$ cat src/rtl/uart_rx_stage.sv
// uart_rx_stage: 8N1 serial receiver with a one-entry valid/ready output buffer.
// Flags framing errors and overruns so the command stream can resynchronise.
module uart_rx_stage #(
    parameter int CLKS_PER_BIT = 87,
    parameter int HALF_BIT     = (CLKS_PER_BIT - 1) / 2
) (
    input  logic       CLK,
    input  logic       RESET,
    input  logic       RXD,
    output logic [7:0] RX_DATA,
    output logic       RX_VALID,
    input  logic       RX_READY,
    output logic       FRAME_ERR,
    output logic       OVERRUN
);

    localparam int CW = $clog2(CLKS_PER_BIT);
    localparam logic [CW-1:0] CNT_LAST = CW'(CLKS_PER_BIT - 1);
    localparam logic [CW-1:0] CNT_HALF = CW'(HALF_BIT);

    localparam logic [2:0] S_IDLE  = 3'd0;
    localparam logic [2:0] S_START = 3'd1;
    localparam logic [2:0] S_DATA  = 3'd2;
    localparam logic [2:0] S_STOP  = 3'd3;
    localparam logic [2:0] S_WAIT  = 3'd4;

    logic          sync1;
    logic          rxd_s;
    logic [2:0]    state;
    logic [CW-1:0] cnt;
    logic [2:0]    idx;
    logic [7:0]    shreg;
    logic          at_last;
    logic          deliver;
    logic          handshake;

    assign at_last   = (cnt == CNT_LAST);
    assign deliver   = (state == S_STOP) && at_last && rxd_s;
    assign handshake = RX_VALID && RX_READY;

    // Idle-high reset value keeps a reset from looking like a start bit.
    always_ff @(posedge CLK) begin
        if (RESET) begin
            sync1 <= 1'b1;
            rxd_s <= 1'b1;
        end else begin
            sync1 <= RXD;
            rxd_s <= sync1;
        end
    end

    always_ff @(posedge CLK) begin
        if (RESET) begin
            state     <= S_IDLE;
            cnt       <= '0;
            idx       <= '0;
            shreg     <= '0;
            FRAME_ERR <= 1'b0;
        end else begin
            FRAME_ERR <= 1'b0;
            unique case (state)
                S_IDLE: begin
                    if (!rxd_s) begin
                        state <= S_START;
                        cnt   <= '0;
                    end
                end
                S_START: begin
                    if (cnt == CNT_HALF) begin
                        cnt <= '0;
                        idx <= '0;
                        state <= rxd_s ? S_IDLE : S_DATA;
                    end else begin
                        cnt <= cnt + 1'b1;
                    end
                end
                S_DATA: begin
                    if (at_last) begin
                        cnt   <= '0;
                        shreg <= {rxd_s, shreg[7:1]};
                        idx   <= idx + 3'd1;
                        if (idx == 3'd7) begin
                            state <= S_STOP;
                        end
                    end else begin
                        cnt <= cnt + 1'b1;
                    end
                end
                S_STOP: begin
                    if (at_last) begin
                        cnt <= '0;
                        if (rxd_s) begin
                            state <= S_IDLE;
                        end else begin
                            FRAME_ERR <= 1'b1;
                            state     <= S_WAIT;
                        end
                    end else begin
                        cnt <= cnt + 1'b1;
                    end
                end
                S_WAIT: begin
                    // A held-low line (break) is reported once, then ignored.
                    if (rxd_s) begin
                        state <= S_IDLE;
                    end
                end
                default: begin
                    state <= S_IDLE;
                end
            endcase
        end
    end

    always_ff @(posedge CLK) begin
        if (RESET) begin
            RX_DATA  <= '0;
            RX_VALID <= 1'b0;
            OVERRUN  <= 1'b0;
        end else begin
            OVERRUN <= 1'b0;
            if (deliver) begin
                if (!RX_VALID || RX_READY) begin
                    RX_DATA  <= shreg;
                    RX_VALID <= 1'b1;
                end else begin
                    OVERRUN <= 1'b1;
                end
            end else if (handshake) begin
                RX_VALID <= 1'b0;
            end
        end
    end

endmodule

$ cat config.mk
export PLATFORM = sky130hd
export DESIGN_NAME = uart_rx_stage
export DESIGN_NICKNAME = d
export VERILOG_FILES = /design/src/rtl/uart_rx_stage.sv
export SDC_FILE = /design/constraint.sdc
export NUM_CORES = 1
export LEC_CHECK = 0
export ABC_CLOCK_PERIOD_IN_PS = 1850
export BUFFER_PORTS_ARGS = -buffer_cell sky130_fd_sc_hd__buf_2
export CORE_ASPECT_RATIO = 0.5
export CORE_MARGIN = 2
export CORE_UTILIZATION = 48
export CTS_CLUSTER_DIAMETER = 120
export DETAILED_ROUTE_END_ITERATION = 8
export PLACE_DENSITY_LB_ADDON = 0.25
export SLEW_MARGIN = 20
export SYNTH_ARGS = -nofsm -noshare
export SYNTH_HDL_FRONTEND = slang
export SYNTH_SLANG_ARGS = --single-unit
$ cat constraint.sdc
create_clock -name CLK -period 1.85 [get_ports CLK]
set_clock_uncertainty 0.15 [all_clocks]
set_input_delay 0.2775 -clock CLK [delete_from_list [all_inputs] [get_ports CLK]]
set_output_delay 0.2775 -clock CLK [all_outputs]
set_load 0.02 [all_outputs]
==> impl_metrics.tcl <==
set metrics [dict create \
    yosysSeqAreaShare 0.437 \
    postRouteAntennaNets 0 \
    cap_violations 0 \
    post_cts_buffers 0 \
    rsz0062_at_grt "yes" \
    dr.pass1.iters 4 \
    drc 0 \
    layout_common_cells "32 x dfxtp_1, 15 x nand3_1, 14 x nand2_1, 14 x buf_2, 13 x buf_4" \
    path_delay_family "simple AND/OR/NAND/NOR gates" \
    rows 14 \
    end_kind "flop" \
    die_area_um2 3750 \
    syn_area_um2 1560 \
    clkLatencyLatePin_ns 0.29 \
    ios 15 \
    cp.arrival_ns 1.95 \
    antenna_cells 0 \
    cts-root-buf "clkbuf_8" \
    clockBufferDepth 2 \
    synthXorXnorAreaFrac 0 \
    track_usage 0.199 \
    failed_checks "setup timing" \
    drive_above_1_share 0.234 \
    power.leakage_nw 0.742 \
    wl_per_cell_um 14.5 \
    port_buffers 14 \
    finalSetupViolCount 1 \
    grt_pass1_wl_mm 5.64 \
    dr_total_vias 1386 \
    cellPowerDensity_nw_per_um2 755 \
    setup_ws_ns -0.0209 \
    fin_util 0.607 \
    synth-simple-area-share 0.192 \
    start_util 0.511 \
    finalCriticalPeriod_ns 1.87 \
    ys_ff_latch 34 \
    core_area_um2 3050 \
    synth_nets 185 \
    synth_edf_count 0 \
    timing.reg2reg.setup_slack_ns -0.02 \
    worstSetupStartpoint "cnt[4]" \
    area_growth_pct 18.6 \
    critical_path_required_ns 1.93 \
    numCtsBuffers 5 \
    mostFrequentLayoutCell "dfxtp_1" \
    synthAdderAreaFrac 0.0321 \
    synthFlopType "dfxtp_1" \
    synthArstFlopShare 0 \
    place_ws_ns -0.00414 \
    ir_drop_mv 0.564 \
    grt_start_max_net_pins 20 \
    cp_slowest_stage_delay_ns 0.56 \
    cp_max_fo 5 \
    worst_r2r_path_depth 4 \
    path_buf_inv 0 \
    hold_path_class "input port to flop" \
    first_global_vias 1224 \
    antenna_found_initial 0 \
    hold_violations 0 \
    worst-path-stages 4 \
    synth_top_family_by_area "compound AO/OA/AOI/OAI gates" \
    drtIter0Drc 73 \
    syn-mean-instance-area_um2 8.81 \
    cts_tree "yes" \
    synthCells 177 \
    startpoint_type "flop" \
    synth_compound_area_frac 0.222 \
    worstHoldStart "RXD" \
    setup_tns_ns -0.0209 \
    dp_hpwl_mm 2.47 \
    fin_crit_sh 1.01 \
    r2r-end "state[1]" \
    die_x_um 84.6 \
    worstMarginPinSlew_ns 0.434 \
    viasPerCell 5.75 \
    cts_max_level 2 \
    die_h_um 44.3 \
    synth.distinct_cells 42 \
    fmax_ghz 0.535 \
    r2r_start "cnt[4]" \
    slew_headroom 0.710 \
    slew_violations 0 \
    holdBufCountCts 0 \
    ys_warn_count 0 \
    status "finished with violations" \
    cp_cell_sequence "or4b_4 -> or4_4 -> o22a_1 -> nor2_1" \
    grt.overflow.total 0 \
    place_congestion 0.918 \
    critPathSlowestCell "or4b_4" \
    path_class "flop to flop" \
    cts_sinks 34 \
    cts.clk_slew.worst_paths_ns 0.07 \
    cp-endpoint "state[1]" \
    num-nets-final 208 \
    synthMuxAreaShare 0.0514 \
    routed_wl_mm 3.50 \
]
[cells by family after synthesis]
logic type                 after synthesis
AOI/OAI and AO/OA                       51
adders and majority gates                4
buffers and inverters                   22
muxes                                    8
and+or+nand+nor                         58
DFF                                     34
[metal layers]
metal  up-vias  part of all wire  GRT usage
met5         -                 0          0
met4         0             0.012     0.0794
met1       651              0.48      0.251
met2        39              0.45      0.324
li1        689                 -          -
met3         7             0.056     0.0672
[report_power, final]
part	switching, W	internal, W
Combinational	0.0000402	0.0000283
Clock	0.000282	0.000299
Sequential	0.00000768	0.000739
Total	0.000330	0.00107
[how the worst min path moves through the flow]
stage | end | slack, ns | cells past startpoint
6_report | sync1 | 0.02 | 2
3_5_place_dp | rxd_s | 0.25 | 1
2_1_floorplan | sync1 | 0.23 | 1
3_3_place_gp | rxd_s | 0.24 | 1
5_1_grt | sync1 | 0.02 | 2
4_1_cts | sync1 | 0.009 | 2
[synth_stat cells (3+ instances only)]
cell	number	area, um^2
o21ai_0	13	65.1
nor2_1	8	30.0
ha_1	4	50.1
dfxtp_1	34	681
nor3_1	6	30.0
a21oi_1	10	50.1
inv_1	11	41.3
o211ai_1	3	22.5
a311oi_1	3	26.3
nand3_1	15	75.1
mux2i_1	8	80.1
a211oi_1	3	22.5
o21a_1	3	22.5
clkbuf_1	6	22.5
nand2_1	15	56.3
[registers in the layout (all words and copies together), names as in the netlist]
name       count
rxd_s          1
shreg          8
idx            3
RX_VALID       1
state          3
RX_DATA        8
sync1          1
OVERRUN        1
FRAME_ERR      1
cnt            7
[metrics by stage]
step | hold slack [ns] | std cells | instance area, um^2 | total power, W
6_report | 0.0195 | 241 | 1850 | 0.00140
5_1_grt | 0.0158 | 241 | 1850 | 0.00144
4_1_cts | 0.00945 | 241 | 1820 | 0.00140
3_5_place_dp | 0.246 | 233 | 1720 | 0.000828
3_3_place_gp | 0.244 | 233 | 1720 | 0.000827
2_1_floorplan | 0.231 | 177 | 1560 | 0.000807
[repair_timing]
item                                    4_1_cts  5_1_grt
pin swaps                                     0        2
endpoints found under the setup margin        1       25
resized for setup                             3        8
[layout make-up]
class / count / area [um^2]
inverter: 11 / 41.3
sequential: 34 / 683
clock buffer: 6 / 82.6
timing repair buffer: 27 / 168
multi-input combinational: 121 / 812
clock inverter: 2 / 12.5
fill: 268 / 1200
tap: 40 / 50.0
No activity file was read; power rests on OpenSTA's default activity.
